$ cat config.mk
export PLATFORM = sky130hd
export DESIGN_NAME = axi_dma_receive_transfer_initiator
export DESIGN_NICKNAME = d
export VERILOG_FILES = /design/src/rtl/axi_dma_regs_pkg.sv /design/src/rtl/axi_lite_single_write.sv /design/src/rtl/axi_dma_receive_transfer_initiator.sv
export SDC_FILE = /design/constraint.sdc
export NUM_CORES = 1
export LEC_CHECK = 0
export CAP_MARGIN = 10
export CELL_PAD_IN_SITES_DETAIL_PLACEMENT = 2
export CELL_PAD_IN_SITES_GLOBAL_PLACEMENT = 2
export CORE_ASPECT_RATIO = 1.2
export CORE_MARGIN = 1.5
export CORE_UTILIZATION = 35
export CTS_CLUSTER_SIZE = 12
export DETAILED_ROUTE_END_ITERATION = 16
export GPL_ROUTABILITY_DRIVEN = 0
export PLACE_DENSITY_LB_ADDON = 0.1
export REMOVE_ABC_BUFFERS = 1
export SYNTH_ARGS = -nofsm -noshare
export SYNTH_HDL_FRONTEND = slang
export SYNTH_SLANG_ARGS = --single-unit
$ cat constraint.sdc
create_clock -name clk -period 3.71 [get_ports clk]
set_clock_uncertainty 0.05 [all_clocks]
set_input_delay 0.371 -clock clk [delete_from_list [all_inputs] [get_ports clk]]
set_output_delay 0.371 -clock clk [all_outputs]
set_load 0.1 [all_outputs]
$ cat src/rtl/axi_dma_regs_pkg.sv
// ---------------------------------------------------------------------------
// axi_dma_regs_pkg
// Shared definitions for the AXI DMA S2MM control-register writer:
//   - S2MM register offsets in the DMA AXI-Lite register space
//   - DMACR run/stop value and the OKAY write response code
//   - write-sequence index encoding and the sequencer state type
//   - reg_addr(): maps a write-sequence index to its register offset
// ---------------------------------------------------------------------------
package axi_dma_regs_pkg;

    localparam logic [9:0]  S2MM_DMACR  = 10'h30;
    localparam logic [9:0]  S2MM_DA     = 10'h48;
    localparam logic [9:0]  S2MM_LENGTH = 10'h58;

    localparam logic [31:0] DMACR_RS    = 32'h1;
    localparam logic [1:0]  BRESP_OKAY  = 2'b00;

    // Position of each register in the write sequence. LENGTH is always
    // last because writing it launches the DMA transfer.
    localparam logic [1:0]  IDX_DMACR   = 2'd0;
    localparam logic [1:0]  IDX_DA      = 2'd1;
    localparam logic [1:0]  IDX_LENGTH  = 2'd2;

    typedef enum logic [1:0] {
        ST_IDLE,
        ST_ADDR,
        ST_RESP,
        ST_FINISH
    } state_e;

    function automatic logic [9:0] reg_addr(input logic [1:0] idx);
        case (idx)
            IDX_DMACR: reg_addr = S2MM_DMACR;
            IDX_DA:    reg_addr = S2MM_DA;
            default:   reg_addr = S2MM_LENGTH;
        endcase
    endfunction

endpackage

$ cat src/rtl/axi_lite_single_write.sv
// ---------------------------------------------------------------------------
// axi_lite_single_write
// Performs one AXI-Lite write: AW and W are raised together on go, each drops
// the cycle after its own handshake, then B is accepted.
// Ports:
//   clk, rst_n          clock, asynchronous active-low reset
//   go                  load addr/data and start a write (only when idle)
//   addr, data          register offset and write data, captured on go
//   sent                both AW and W complete in this cycle
//   ack                 write response accepted this cycle
//   resp                write response code (valid with ack)
//   m_axi_*             AXI-Lite write channels (AW, W, B)
// ---------------------------------------------------------------------------
module axi_lite_single_write #(
    parameter int ADDR_WIDTH = 10,
    parameter int DATA_WIDTH = 32
) (
    input  logic                      clk,
    input  logic                      rst_n,
    input  logic                      go,
    input  logic [ADDR_WIDTH-1:0]     addr,
    input  logic [DATA_WIDTH-1:0]     data,
    output logic                      sent,
    output logic                      ack,
    output logic [1:0]                resp,
    output logic [ADDR_WIDTH-1:0]     m_axi_awaddr,
    output logic                      m_axi_awvalid,
    input  logic                      m_axi_awready,
    output logic [DATA_WIDTH-1:0]     m_axi_wdata,
    output logic [DATA_WIDTH/8-1:0]   m_axi_wstrb,
    output logic                      m_axi_wvalid,
    input  logic                      m_axi_wready,
    input  logic [1:0]                m_axi_bresp,
    input  logic                      m_axi_bvalid,
    output logic                      m_axi_bready
);

    logic                  r_awvalid;
    logic                  r_wvalid;
    logic                  r_bready;
    logic [ADDR_WIDTH-1:0] r_awaddr;
    logic [DATA_WIDTH-1:0] r_wdata;

    logic w_aw_hs;
    logic w_w_hs;

    assign w_aw_hs = r_awvalid && m_axi_awready;
    assign w_w_hs  = r_wvalid  && m_axi_wready;

    // The address phase ends when every channel still pending handshakes now;
    // a channel that already completed no longer holds it up.
    assign sent = (r_awvalid || r_wvalid)
               && (!r_awvalid || m_axi_awready)
               && (!r_wvalid  || m_axi_wready);

    assign ack  = r_bready && m_axi_bvalid;
    assign resp = m_axi_bresp;

    // NOTE: state updates use non-blocking (<=) so every register samples the
    // pre-edge values; blocking here would create order-dependent races.
    always_ff @(posedge clk or negedge rst_n) begin
        if (!rst_n) begin
            r_awvalid <= 1'b0;
            r_wvalid  <= 1'b0;
            r_bready  <= 1'b0;
            r_awaddr  <= '0;
            r_wdata   <= '0;
        end else if (go) begin
            r_awvalid <= 1'b1;
            r_wvalid  <= 1'b1;
            r_bready  <= 1'b0;
            r_awaddr  <= addr;
            r_wdata   <= data;
        end else begin
            if (w_aw_hs) r_awvalid <= 1'b0;
            if (w_w_hs)  r_wvalid  <= 1'b0;
            if (sent)
                r_bready <= 1'b1;
            else if (ack)
                r_bready <= 1'b0;
        end
    end

    assign m_axi_awaddr  = r_awaddr;
    assign m_axi_awvalid = r_awvalid;
    assign m_axi_wdata   = r_wdata;
    assign m_axi_wstrb   = '1;
    assign m_axi_wvalid  = r_wvalid;
    assign m_axi_bready  = r_bready;

endmodule

$ cat src/rtl/axi_dma_receive_transfer_initiator.sv
// ---------------------------------------------------------------------------
// axi_dma_receive_transfer_initiator
// AXI-Lite master that programs the DMA S2MM channel for one receive transfer:
// optional DMACR run/stop, then DA, then LENGTH (which launches the DMA).
// Ports:
//   clk, rst_n          clock, asynchronous active-low reset
//   start               request pulse, honoured only while idle
//   dest_addr, length   transfer parameters, captured on an accepted start
//   busy                accepted start through the done/error cycle
//   done, error         one-cycle completion pulses
//   m_axi_*             AXI-Lite write master to the DMA s_axi_lite port
// ---------------------------------------------------------------------------
module axi_dma_receive_transfer_initiator
    import axi_dma_regs_pkg::*;
#(
    parameter int ADDR_WIDTH   = 10,
    parameter int DATA_WIDTH   = 32,
    parameter int LEN_WIDTH    = 26,
    parameter bit SET_RUN_STOP = 1'b1
) (
    input  logic                    clk,
    input  logic                    rst_n,
    input  logic                    start,
    input  logic [31:0]             dest_addr,
    input  logic [LEN_WIDTH-1:0]    length,
    output logic                    busy,
    output logic                    done,
    output logic                    error,
    output logic [ADDR_WIDTH-1:0]   m_axi_awaddr,
    output logic                    m_axi_awvalid,
    input  logic                    m_axi_awready,
    output logic [DATA_WIDTH-1:0]   m_axi_wdata,
    output logic [3:0]              m_axi_wstrb,
    output logic                    m_axi_wvalid,
    input  logic                    m_axi_wready,
    input  logic [1:0]              m_axi_bresp,
    input  logic                    m_axi_bvalid,
    output logic                    m_axi_bready
);

    localparam logic [1:0] FIRST_IDX = SET_RUN_STOP ? IDX_DMACR : IDX_DA;

    state_e                 r_state;
    state_e                 w_next_state;
    logic [1:0]             r_idx;
    logic [1:0]             w_next_idx;
    logic [31:0]            r_dest;
    logic [LEN_WIDTH-1:0]   r_len;
    logic                   r_err;
    logic                   r_zero_err;

    logic                   w_accept;
    logic                   w_zero_start;
    logic                   w_go;
    logic                   w_set_err;
    logic                   w_sent;
    logic                   w_ack;
    logic [1:0]             w_resp;
    logic [31:0]            w_src_dest;
    logic [LEN_WIDTH-1:0]   w_src_len;
    logic [ADDR_WIDTH-1:0]  w_wr_addr;
    logic [DATA_WIDTH-1:0]  w_wr_data;

    assign w_accept     = (r_state == ST_IDLE) && start && (length != '0);
    assign w_zero_start = (r_state == ST_IDLE) && start && (length == '0);

    // The first write is loaded on the same edge that captures the inputs,
    // so in IDLE the write data comes straight from the ports.
    assign w_src_dest = (r_state == ST_IDLE) ? dest_addr : r_dest;
    assign w_src_len  = (r_state == ST_IDLE) ? length    : r_len;

    assign w_wr_addr = ADDR_WIDTH'(reg_addr(w_next_idx));

    always_comb begin
        case (w_next_idx)
            IDX_DMACR: w_wr_data = DATA_WIDTH'(DMACR_RS);
            IDX_DA:    w_wr_data = DATA_WIDTH'(w_src_dest);
            default:   w_wr_data = DATA_WIDTH'(w_src_len);
        endcase
    end

    always_ff @(posedge clk or negedge rst_n) begin
        if (!rst_n) r_state <= ST_IDLE;
        else        r_state <= w_next_state;
    end

    // NOTE: every output of this block gets a default first, so no path
    // through the case leaves a signal unassigned and no latch is inferred.
    always_comb begin
        w_next_state = r_state;
        w_next_idx   = r_idx;
        w_go         = 1'b0;
        w_set_err    = 1'b0;
        case (r_state)
            ST_IDLE: begin
                if (w_accept) begin
                    w_next_state = ST_ADDR;
                    w_next_idx   = FIRST_IDX;
                    w_go         = 1'b1;
                end
            end
            ST_ADDR: begin
                if (w_sent) w_next_state = ST_RESP;
            end
            ST_RESP: begin
                if (w_ack) begin
                    if (w_resp != BRESP_OKAY) begin
                        w_set_err    = 1'b1;
                        w_next_state = ST_FINISH;
                    end else if (r_idx == IDX_LENGTH) begin
                        w_next_state = ST_FINISH;
                    end else begin
                        w_next_idx   = r_idx + 2'd1;
                        w_go         = 1'b1;
                        w_next_state = ST_ADDR;
                    end
                end
            end
            ST_FINISH: w_next_state = ST_IDLE;
            default:   w_next_state = ST_IDLE;
        endcase
    end

    always_ff @(posedge clk or negedge rst_n) begin
        if (!rst_n) begin
            r_idx      <= '0;
            r_dest     <= '0;
            r_len      <= '0;
            r_err      <= 1'b0;
            r_zero_err <= 1'b0;
        end else begin
            r_idx      <= w_next_idx;
            r_zero_err <= w_zero_start;
            if (w_accept) begin
                r_dest <= dest_addr;
                r_len  <= length;
                r_err  <= 1'b0;
            end else if (w_set_err) begin
                r_err  <= 1'b1;
            end
        end
    end

    assign busy  = (r_state != ST_IDLE);
    assign done  = (r_state == ST_FINISH) && !r_err;
    // A zero-length request is rejected from IDLE without ever going busy.
    assign error = ((r_state == ST_FINISH) && r_err) || r_zero_err;

    axi_lite_single_write #(
        .ADDR_WIDTH (ADDR_WIDTH),
        .DATA_WIDTH (DATA_WIDTH)
    ) u_write (
        .clk           (clk),
        .rst_n         (rst_n),
        .go            (w_go),
        .addr          (w_wr_addr),
        .data          (w_wr_data),
        .sent          (w_sent),
        .ack           (w_ack),
        .resp          (w_resp),
        .m_axi_awaddr  (m_axi_awaddr),
        .m_axi_awvalid (m_axi_awvalid),
        .m_axi_awready (m_axi_awready),
        .m_axi_wdata   (m_axi_wdata),
        .m_axi_wstrb   (m_axi_wstrb),
        .m_axi_wvalid  (m_axi_wvalid),
        .m_axi_wready  (m_axi_wready),
        .m_axi_bresp   (m_axi_bresp),
        .m_axi_bvalid  (m_axi_bvalid),
        .m_axi_bready  (m_axi_bready)
    );

endmodule

# --- Yosys cells after proc, flatten, opt, wreduce, memory -nomap -nowiden ---
# Cells that the tools add are included.
word_totals:
  memories: 0
  in_bits: 66
  output_inout_bits: 52
  latch_bits: 0
  elab_cells: 80
  reg_bits: 109
  ram_bits: 0
  rom_bits: 0
classes:
  n_mux: 32
  n_reduce_logical: 28
  div: 0
  order_cmp: 0
  n_shift: 0
  add_sub_neg: 1
  n_eq_ne: 8
  multipliers: 0
  bitwise_logic: 0
ops:
  columns: ["cell", "n"]
  rows:
  - ["32-bit one-hot mux with 2 select lines", 1]
  - ["32-bit two-way mux", 1]
  - ["26-bit zero test", 1]
  - ["26-bit two-way mux", 1]
  - ["26-bit nonzero test", 1]
  - ["2-bit two-way mux", 9]
  - ["1-bit two-way mux", 16]
  - ["7-bit one-hot mux with 2 select lines", 1]
  - ["1-bit logical AND", 10]
  - ["2-bit nonzero test", 5]
  - ["2-bit one-hot mux with 4 select lines", 1]
  - ["2-bit == test (second input constant)", 3]
  - ["2-bit by 1-bit == test with 1-bit output (second input constant)", 2]
  - ["2-bit zero test", 2]
  - ["1-bit logical OR", 4]
  - ["2-bit by 1-bit inequality test with 1-bit output (second input constant)", 2]
  - ["2-bit one-hot mux with 2 select lines", 1]
  - ["1-bit zero test", 3]
  - ["3-bit AND reduction", 1]
  - ["3-bit nonzero test", 1]
  - ["2-bit by 1-bit adder with 2-bit output (second input constant)", 1]
  - ["2-bit inequality test (second input constant)", 1]
  - ["1-bit one-hot mux with 2 select lines", 1]

# --- Logic depth before layout (Yosys ltp) ---
# Gate-level depths: netlist of run 1.
depth:
  ltp_word: 7
  ltp_mapped: 10
  ltp_nobuf: 7

# --- Modules after synthesis ---
# Synthesis of run 1 repeated with hierarchy kept, for this count alone.
hier_totals:
  hier_cells: 424
  area_unflattened_um2: 5821.8
by_module_without_submodules:
  columns: ["module", "cells_each", "n_inst", "seq_area_each_um2", "area_per_inst_um2"]
  rows:
  - ["axi_dma_receive_transfer_initiator", 316, 1, 1601.5, 3888.7]
  - ["axi_lite_single_write", 108, 1, 1126.1, 1933.1]

# --- Worst setup path after synthesis of run 1 ---
# No wires, ideal clock.
synth_timing:
  kind: "flip-flop to flip-flop"
  start: "register r_state[1]"
  end: "register u_write.r_wdata[16] (netlist: u_write.m_axi_wdata[16])"
  setup_ns: 0.134
  stages_incl_launch_ff: 9
  required_ns: 3.526
  synth_period_minus_slack_ns: 2.702
  path_slack_ns: 1.008
  n_path_buf: 4
  t_arrival_ns: 2.518
  path_cell_list: "dfrtp_1 -> buf_2 -> nor2_1 -> clkbuf_1 -> clkinv_1 -> buf_2 -> buf_1 -> mux2i_1 -> o31ai_1"
synth_between:
  elab_chain_cells: 7
  word_cells_on_any_way: 13
  cone_classes: "eq/ne: 2; mux: 7; reduce/logical: 4"
synth_rtl:
  columns: ["item", "line_no", "text"]
  rows:
  - ["from (decl)", "axi_dma_receive_transfer_initiator.sv:43", "state_e r_state;"]
  - ["from (signal assigned)", "axi_dma_receive_transfer_initiator.sv:84", "else r_state <= w_next_state;"]
  - ["2-bit zero test", null, null]
  - ["1-bit logical AND (2 in series)", "axi_dma_receive_transfer_initiator.sv:64", "assign w_accept = (r_state == ST_IDLE) && start && (length != '0);"]
  - ["2-bit two-way mux", "axi_dma_receive_transfer_initiator.sv:96", "if (w_accept) begin"]
  - ["2-bit one-hot mux with 2 select lines", "axi_dma_receive_transfer_initiator.sv:94", "case (r_state)"]
  - ["2-bit by 1-bit == test with 1-bit output / 2-bit zero test (equally long branches)", "axi_dma_receive_transfer_initiator.sv:75", "case (w_next_idx)"]
  - ["32-bit one-hot mux with 2 select lines", "axi_dma_receive_transfer_initiator.sv:75", null]
  - ["to (signal assigned)", "axi_lite_single_write.sv:73", "r_wdata <= data;"]
  - ["to (decl)", "axi_lite_single_write.sv:42", "logic [DATA_WIDTH-1:0] r_wdata;"]
# Several ways; a longest one is shown, not always the timed one.
# A chain may end at the register's enable or synchronous reset.

# --- Worst setup path after layout of run 1 ---
layout_timing:
  start: "input length[13]"
  end: "register u_write.r_wdata[2] (netlist: u_write.m_axi_wdata[2])"
layout_between:
  elab_chain_cells: 6
  word_cells_on_any_way: 9
  cone_classes: "eq/ne: 1; mux: 5; reduce/logical: 3"
layout_rtl:
  columns: ["item", "line_no", "text"]
  rows:
  - ["from (decl)", "axi_dma_receive_transfer_initiator.sv:25", "input logic [LEN_WIDTH-1:0] length,"]
  - ["26-bit nonzero test *", "axi_dma_receive_transfer_initiator.sv:64", null]
  - ["1-bit logical AND *", "axi_dma_receive_transfer_initiator.sv:64", null]
  - ["2-bit two-way mux *", "axi_dma_receive_transfer_initiator.sv:96", null]
  - ["2-bit one-hot mux with 2 select lines *", "axi_dma_receive_transfer_initiator.sv:94", null]
  - ["via w_next_idx[0]", "axi_dma_receive_transfer_initiator.sv:46", "logic [1:0] w_next_idx;"]
  - ["2-bit by 1-bit == test with 1-bit output / 2-bit zero test (equally long branches)", "axi_dma_receive_transfer_initiator.sv:75", null]
  - ["32-bit one-hot mux with 2 select lines *", "axi_dma_receive_transfer_initiator.sv:75", null]
# Mark *: on every way through the listed nets, which the timed path passes. The rest lies on a longest branch.

==> run metrics, run 1 <==
Synth Instances=440; root buffer cell=clkbuf_16; Vias/cell=approximately 5.3; initial antenna violation count=0; via count=between 3000 and 4000; register area share after synthesis=50.9%; Worst Path Max Fanout=15; gr ovfl total=0; io pins=between 100 and 150; cts bufs inserted=9; DRC marker count from the first detailed-route iteration=76; Clk pin slew, worst setup/hold paths=around 0.070 ns; crit start category=input port; Fin Hold WS=approximately 0.12 ns; FMAX=around 0.32 GHz; later-pin clock latency in the skew report=around 0.35 ns; XOR/XNOR Fraction of Synth Area=0%; # diodes=0; Initial Util=36.1%; first-pass GRT wire length=around 24000 um; CTS Buffer Depth=2; Post-synth EDFFs=0; Synth Area in Compound Gates=9.79%; Pleak=approximately 2.8 nW; HP Class=input port to async pin; Synth Area per Inst=~11 um^2; asr flop ratio synth=100%; Synth Register Bits=approximately 100; DRC=0; Die Ht=134 um; ys flop type=dfrtp_1; Initial DRT Pass Iterations=8; Post-Synth Adder-Cell Area=less than 1%; Final nets=609; final hold violations=0; Total GRT Usage=between 20% and 30%; total power draw=5.66 mW; Die X=between 100 and 150 um; CTS H-tree depth=3; Area growth syn-to-layout=30.7%; Avg WL per Cell=about 21 um; Final setup viols=0; status=complete, no violations; Cell Area, Synth=0.00501 mm^2; mux contribution to synthesized area=about a quarter; RSZ-0062 raised after global routing=false; largest family of logic cells by synthesized area=multiplexers; CTS tree=yes; row cnt=47; Seq pwr share=about a third; crit path DAT=around 3.3 ns; NetSw=between 2 and 3 mW; Final ANT Viol Nets=0; combinational share of power=49.5%; Max-slew headroom=32.8%; Clk pwr share=roughly 18%; share of layout cells above drive strength 1=18.3%; fin crit period=a little over 3 ns; Worst setup EP type=flip-flop; critical path class=input port to flip-flop; Tightest Pin Transition=between 1 and 1.5 ns; Port Buffers=~110; post-synth cell types=40; hold_buf cts=0; clk sinks=around 100; Worst EP required=roughly 3.9 ns; internal power=~3.1 mW; Simple-Gate Fraction of Synth Area=9.09%; # Post-CTS Setup Buffers=0; Worst IR Drop VDD=~380 uV; WL final=14900 um; largest net degree at the start of global routing=75; Slew Viols, Final=0; max capacitance violation total=0; Synth Warn #=0; fill count=about 1400; pwr dens=864 mW/mm^2; post-DP HPWL=around 10000 um; vias in the first global route=approximately 4400; switching share of power=about 45%; Final period util=between 80% and 90%; Core ar.=approximately 0.014 mm^2; PostCTS Resize Cnt=0; die footprint=between 0.015 and 0.02 mm^2
per-layer routing:
layer  global-route usage, %  up-vias  part of all wire (%)
met4                    5.41        0                  0.94
met1                    26.2     1962                    43
met3                    3.89       10                   3.9
met2                    37.2       86                    52
met5                       0        -                     0
li1                        -     1747                     -
sequential cells by signal, indices dropped and copies added (netlist names):
name                   cells
r_len                     26
r_state                    2
r_err                      1
u_write.m_axi_wdata       32
r_zero_err                 1
u_write.m_axi_bready       1
u_write.m_axi_awaddr       3
r_idx                      2
u_write.m_axi_awvalid      1
r_dest                    32
u_write.m_axi_wvalid       1
layout make-up:
type	instances	area [um^2]	share of cell area, %
sequential	102	2550	39.0
clock buffer	13	250	3.82
timing repair buffer	123	1190	18.1
tap	171	214	3.27
inverter	3	11.3	0.172
clock inverter	3	67.6	1.03
multi-input combinational	302	2270	34.6
placed cells by master, fill, tap and decap left out, drive strengths merged, types with 2 or more instances in the layout:
cell type	n
a21oi	27
clkdlybuf4s50	105
ha	2
mux2i	56
inv	3
o21ai	3
bufinv	2
nand2	67
o21a	2
nor4	6
and3	2
nand2b	5
buf	18
o31ai	32
nor2	7
clkbuf	13
conb	10
dfrtp	102
nand3	6
o211ai	2
mux2	60
o41ai	2
per-stage QoR:
stage | setup TNS [ns] | setup slack (ns) | std cells | area, um^2 | utilization, %
floorplan | -137.88 | -3.79 | 407 | 4810 | -
global placement | 0 | 0.415 | 701 | 6230 | 44.9
detailed placement | 0 | 0.290 | 701 | 6230 | 44.9
CTS | 0 | 0.641 | 717 | 6550 | 47.2
global route | 0 | 0.498 | 717 | 6550 | 47.2
finish | 0 | 0.605 | 717 | 6550 | 47.2
cell families after synthesis:
| logic type | after synthesis |
|---|---|
| AOI/OAI and AO/OA | 73 |
| adders and majority gates | 2 |
| buffers and inverters | 44 |
| DFF | 102 |
| muxes | 116 |
| other | 2 |
| and+or+nand+nor | 101 |
cell usage after synthesis (3+ instances only):
| master | number | share of area (%) |
|---|---|---|
| a21oi_1 | 27 | 2.7 |
| buf_2 | 3 | 0.30 |
| buf_4 | 14 | 2.1 |
| buf_6 | 3 | 0.67 |
| clkbuf_1 | 19 | 1.4 |
| dfrtp_1 | 102 | 51 |
| mux2_2 | 60 | 13 |
| mux2i_1 | 56 | 11 |
| nand2_1 | 67 | 5.0 |
| nand2b_1 | 5 | 0.62 |
| nand3_1 | 6 | 0.60 |
| nor2_1 | 7 | 0.52 |
| nor4_1 | 6 | 0.75 |
| o31ai_1 | 31 | 4.6 |
power groups by stage:
stage | logic, mW | registers, mW | clock network [mW]
floorplan | 1.37 | 2.52 | 0
global placement | 2.75 | 1.80 | 0
detailed placement | 2.83 | 1.84 | 0
CTS | 2.84 | 1.83 | 1.05
global route | 2.99 | 1.88 | 1.10
finish | 2.80 | 1.82 | 1.03
critical path, stage by stage:
cell	delay (ns)
clkdlybuf4s50_1	0.45
nor4_1	0.62
nand3_1	0.31
or4_4	0.50
o211ai_2	0.21
nand2b_2	0.26
buf_4	0.27
o31ai_1	0.31
final timing paths:
kind	from	to	slack [ns]	cells after the start
setup / recovery	length[13]	u_write.m_axi_wdata[2]$_DFFE_PN0P_	0.60	8
hold / removal	rst_n	r_len[19]$_DFFE_PN0P_	0.12	1
setup reg to reg	r_state[1]$_DFFE_PN0P_	u_write.m_axi_wdata[0]$_DFFE_PN0P_	1.19	6
hold reg to reg	u_write.m_axi_awaddr[5]$_DFFE_PN0P_	u_write.m_axi_awaddr[5]$_DFFE_PN0P_	0.45	1
max in group asynchronous	rst_n	u_write.m_axi_wdata[6]$_DFFE_PN0P_	2.65	2
min in group clk	u_write.m_axi_awaddr[5]$_DFFE_PN0P_	u_write.m_axi_awaddr[5]$_DFFE_PN0P_	0.45	1
No activity file was read; power rests on OpenSTA's default activity.
==> run 2, diff against run 1 <==
- CORE_UTILIZATION: 35 -> 29
- clock period: 3.71 -> 2.6 ns (I/O delays scaled with it)
==> run 2 against run 1 <==
Effect of this change:
- die area rose by 20%
- sequential power rose by 42%
- wire length rose by 2.2%
- register-to-register slack got worse by 0.94 ns
- first-iteration DRC count fell by 28%
- design area rose by 5.9%
- count of clock-buffer cells in the layout fell by 1
- final cell count rose by 12%
- flip-flop and latch count did not move
- non-clock buffer count rose by 41
- power rose by 45%
- global-route usage fell by 3.2 points
==> run metrics, run 2 (same netlist as run 1, synthesis figures left out) <==
status=complete, no violations; Worst Path Max Fanout=10; later-pin clock latency in the skew report=roughly 0.34 ns; met1 usage=22.1%; Max-slew headroom=between 40 and 50%; Worst IR Drop VDD=463 uV; reg2reg start=r_state[0]$_DFFE_PN0P_; Final Instance Area=~0.007 mm^2; Initial Util=29.6%; FF-to-FF End=u_write.m_axi_awaddr[4]$_DFFE_PN0P_; cts bufs inserted=9; Worst setup EP type=flip-flop; Core ar.=0.0169 mm^2; post-DP HPWL=11000 um; Worst path top cell family by delay=simple AND/OR/NAND/NOR gates; CTS H-tree depth=3; fill count=between 1500 and 2000; share of layout cells above drive strength 1=a little under a third; worst r2r path cells=5; Worst path max stage delay=around 0.55 ns; GR Util met2=a little under a third; placed cell areas=approximately 0.0066 mm^2; commonest non-fill, non-tap cells in the layout=dfrtp_1, buf_4, nand2_1; Clk pin slew, worst setup/hold paths=about 0.07 ns; Critical path buffers and inverters=3; DRC marker count from the first detailed-route iteration=55; cell mode on critical path=buf_4; gr ovfl total=0; via count=around 4000; DRC=0; Final period util=94.1%; routing usage on met3=~2.4%; pwr dens=between 1000 and 1500 mW/mm^2; critical path class=input port to flip-flop; CTS tree=yes; Final setup viols=0; Final ANT Viol Nets=0; crit path DAT=2.64 ns; die footprint=~0.018 mm^2; HP Class=input port to async pin; FMAX=0.409 GHz; initial antenna violation count=0; Total GRT Usage=between 10% and 20%; first-pass GRT wire length=about 24000 um; Worst EP required=about 2.8 ns; GRT busiest layer=met2; CTS Buffer Depth=2; Tightest Pin Transition=about 0.76 ns; root buffer cell=clkbuf_16; final hold violations=0; max capacitance violation total=0; Pleak=~3.1 nW; row cnt=52; Vias/cell=4.88; Die X=around 120 um; largest net degree at the start of global routing=52; Area growth syn-to-layout=38.4%; fin crit period=around 2.4 ns; most common cell after layout, fill and taps aside=dfrtp_1; Avg WL per Cell=around 19 um; # diodes=0; Final nets=650; # Post-CTS Setup Buffers=0; Crit-path slowest cell=or4_4; RSZ-0062 raised after global routing=false; Slew Viols, Final=0; clk sinks=102; Die Ht=about 150 um; reg2reg setup slack=0.25 ns; Setup TNS Final=0 ns; critical-path cell list=clkdlybuf4s50_1, nor4_1, buf_4, nand2_1, or4_4, o211ai_4, nand2b_4, buf_4, o31ai_1; crit start category=input port; io pins=between 100 and 150; WL final=approximately 15000 um; Initial DRT Pass Iterations=4; Port Buffers=about 110; vias in the first global route=around 4500
-- run 2: cell count changes in the layout (fill, tap and decap cells not counted), moves of 2 or more --
cell / before / now
buf_4: 18 / 92
clkdlybuf4s50_1: 105 / 64
buf_12: 0 / 7
clkinv_2: 0 / 2
nor4_1: 6 / 4
nor4_2: 0 / 2
-- run 2: cell type report --
class / instances / area (um^2) / area share (%)
clock buffer: 12 / 246 / 3.55
multi-input combinational: 302 / 2300 / 33.2
sequential: 102 / 2550 / 36.8
inverter: 3 / 11.3 / 0.162
tap: 216 / 270 / 3.90
clock inverter: 4 / 70.1 / 1.01
timing repair buffer: 164 / 1480 / 21.4
-- run 2: worst max-delay path by stage --
stage | startpoint | endpoint | cells past startpoint
finish | length[3] | u_write.m_axi_wdata[17]$_DFFE_PN0P_ | 9
floorplan | length[2] | u_write.m_axi_wdata[0]$_DFFE_PN0P_ | 6
global placement | length[5] | u_write.m_axi_wdata[20]$_DFFE_PN0P_ | 9
CTS | length[5] | u_write.m_axi_wdata[29]$_DFFE_PN0P_ | 9
detailed placement | length[5] | u_write.m_axi_wdata[28]$_DFFE_PN0P_ | 9
global route | length[5] | u_write.m_axi_wdata[27]$_DFFE_PN0P_ | 9
-- run 2: timing repair --
item                       in CTS  in global routing
hold buffers                    1                  0
setup endpoints to repair       2                 17
hold endpoints to repair       42                  0
resized for setup               1                  4
-- run 2: layer usage --
layer  routed length [um]  up-vias  share of wire (%)
met5                    0        -                  0
met4                  240        0                1.6
met3                  468       11                3.1
met2                 7930       73                 52
met1                 6570     2001                 43
li1                     -     1832                  -
-- run 2: stage by stage --
| stage | hold WS (ns) | total power, mW | setup slack (ns) | util [%] | std cells |
|---|---|---|---|---|---|
| floorplan | -0.0856 | 5.56 | -4.79 | - | 407 |
| global placement | 0.279 | 6.68 | -0.295 | 38.9 | 786 |
| detailed placement | 0.281 | 6.83 | -0.397 | 38.9 | 786 |
| CTS | 0.439 | 8.34 | 0.0528 | 40.8 | 803 |
| global route | 0.464 | 8.71 | 0.0124 | 41.0 | 803 |
| finish | 0.433 | 8.22 | 0.152 | 41.0 | 803 |
-- run 2: power by group --
part / total (mW) / switching [mW] / leakage, nW / internal (mW)
Clock: 1.47 / 0.600 / 0.157 / 0.869
Sequential: 2.59 / 0.374 / 1.27 / 2.22
Combinational: 4.16 / 2.66 / 1.66 / 1.50
Total: 8.22 / 3.64 / 3.09 / 4.58
-- run 2: worst register-to-register path, stage by stage (launching register included) --
cell and delay, ns:
dfrtp_1 0.48, nor2b_1 0.23, nand3_1 0.19, o41ai_2 0.66, buf_4 0.29, mux2_2 0.34
==> run 3, diff against run 2 <==
- GPL_TIMING_DRIVEN: not set -> 0
==> run 3 against run 2 <==
Effect of this change:
- the run now ends with hold timing left
- die area did not move
- critical path depth unchanged
- worst setup slack worse by 0.0046 ns
==> run metrics, run 3 (same netlist as run 1, synthesis figures left out) <==
Avg WL per Cell=~20 um; failing checks=hold timing; Clk pin slew, worst setup/hold paths=approximately 0.070 ns; Slew Viols, Final=0; post-route setup slack=between 0.1 and 0.15 ns; DRC marker count from the first detailed-route iteration=65; Worst IR Drop VDD=447 uV; most common cell after layout, fill and taps aside=clkdlybuf4s50_1; Final nets=622; crit start category=input port; Worst setup EP type=flip-flop; initial antenna violation count=0; Area growth syn-to-layout=39.8%; Crit-path slowest cell=clkdlybuf4s50_1; commonest non-fill, non-tap cells in the layout=clkdlybuf4s50_1, dfrtp_1, nand2_1; critical path class=input port to flip-flop; Vias/cell=around 5.0; # diodes=0; CTS Buffer Depth=2; Tightest Pin Transition=1.02 ns; fin crit period=between 2 and 2.5 ns; io pins=118; max capacitance violation total=0; cts bufs inserted=9; pwr dens=around 1200 mW/mm^2; Final setup viols=0; Pleak=roughly 3.0 nW; critical-path cell list=clkdlybuf4s50_1, nor4_4, nand3_2, or4_4, o211ai_4, buf_4, nand2b_4, buf_12, o31ai_1; CTS H-tree depth=3; Port Buffers=107; FMAX=roughly 0.4 GHz; Final period util=around 94%; first-pass GRT wire length=around 25000 um; HP Class=input port to async pin; clk sinks=~100; fill count=between 1500 and 2000; root buffer cell=clkbuf_16; die footprint=between 0.015 and 0.02 mm^2; hold_buf cts=0; Initial DRT Pass Iterations=4; Fin Hold WS=-0.0389 ns; via count=~3800; row cnt=52; CTS tree=yes; Final ANT Viol Nets=0; dpl ws=-1.15 ns; Worst EP required=about 2.8 ns; Core ar.=0.0169 mm^2; share of layout cells above drive strength 1=22.9%; post-DP HPWL=a little over 10000 um; final hold violations=14; DRC=0; crit path DAT=~2.7 ns; largest net degree at the start of global routing=64; gr ovfl total=0; Max-slew headroom=31.7%; Worst path max stage delay=between 0.5 and 0.6 ns; vias in the first global route=4337; status=finished, violations left; Die X=between 100 and 150 um; Die Ht=147 um; Worst Path Max Fanout=11; Total GRT Usage=18.2%; WL final=roughly 16000 um; later-pin clock latency in the skew report=around 0.35 ns; Initial Util=29.6%; total power draw=between 8 and 9 mW; Setup TNS Final=0 ns
-- run 3: changes by cell type in the layout (fill, tap and decap cells not counted), sizes merged, moves of 2 or more --
cell           change
nand2b             +2
clkdlybuf4s50     +38
buf               -71
dlymetal6s2s       +3
-- run 3: worst paths after layout --
check	from	end	slack [ns]	depth (start not counted)
max	length[16]	u_write.m_axi_wdata[9]$_DFFE_PN0P_	0.15	9
min	rst_n	u_write.m_axi_wdata[21]$_DFFE_PN0P_	-0.04	1
max reg2reg	r_state[0]$_DFFE_PN0P_	u_write.m_axi_wdata[11]$_DFFE_PN0P_	0.16	11
min reg2reg	u_write.m_axi_awaddr[5]$_DFFE_PN0P_	u_write.m_axi_awaddr[5]$_DFFE_PN0P_	0.43	1
max in group asynchronous	rst_n	r_len[5]$_DFFE_PN0P_	1.82	2
min in group clk	length[2]	r_len[2]$_DFFE_PN0P_	0.28	2
-- run 3: metal layers --
layer  vias to the layer above  wire length, um  global-route usage, %
met4                         0              184                   4.71
met1                      1974             6840                   23.6
met2                        78             7920                   30.3
met5                         -                0                      0
met3                        14              711                   4.39
li1                       1776                -                      -
-- run 3: cell type report --
class                      count  area (um^2)  share of cell area, %
clock inverter                 3         65.1                  0.929
inverter                       3         16.3                  0.232
clock buffer                  13          270                   3.86
multi-input combinational    305         2420                   34.6
sequential                   102         2550                   36.5
tap                          216          270                   3.86
timing repair buffer         133         1410                   20.1
-- run 3: critical path: cells and delay by family --
kind,cells,cell delay (ns)
buf+inv,3,0.83
simple gates,4,1.10
compound gates,2,0.47
-- run 3: per-stage QoR --
| step | hold WS [ns] | util (%) | area, um^2 | cells |
|---|---|---|---|---|
| after floorplan | -0.0856 | - | 4810 | 407 |
| after global placement | 0.416 | 36.4 | 6150 | 730 |
| after detailed placement | 0.393 | 37.8 | 6400 | 744 |
| after CTS | 0.00395 | 40.7 | 6890 | 769 |
| after global routing | 0.0182 | 41.4 | 7000 | 775 |
| final | -0.0389 | 41.4 | 7000 | 775 |
-- run 3: where the power goes --
part           switching, mW  internal, mW  total (mW)  leakage [nW]
sequential             0.380          2.22        2.60          1.27
clock                  0.608         0.923        1.53         0.166
combinational           2.73          1.58        4.31          1.54
total                   3.72          4.72        8.44          2.97
-- run 3: timing repair --
action                     in CTS  in global routing
pin swaps                       3                  3
buffers inserted                7                  5
cloned                          2                  1
resized for setup              15                 16
setup endpoints to repair      89                 35
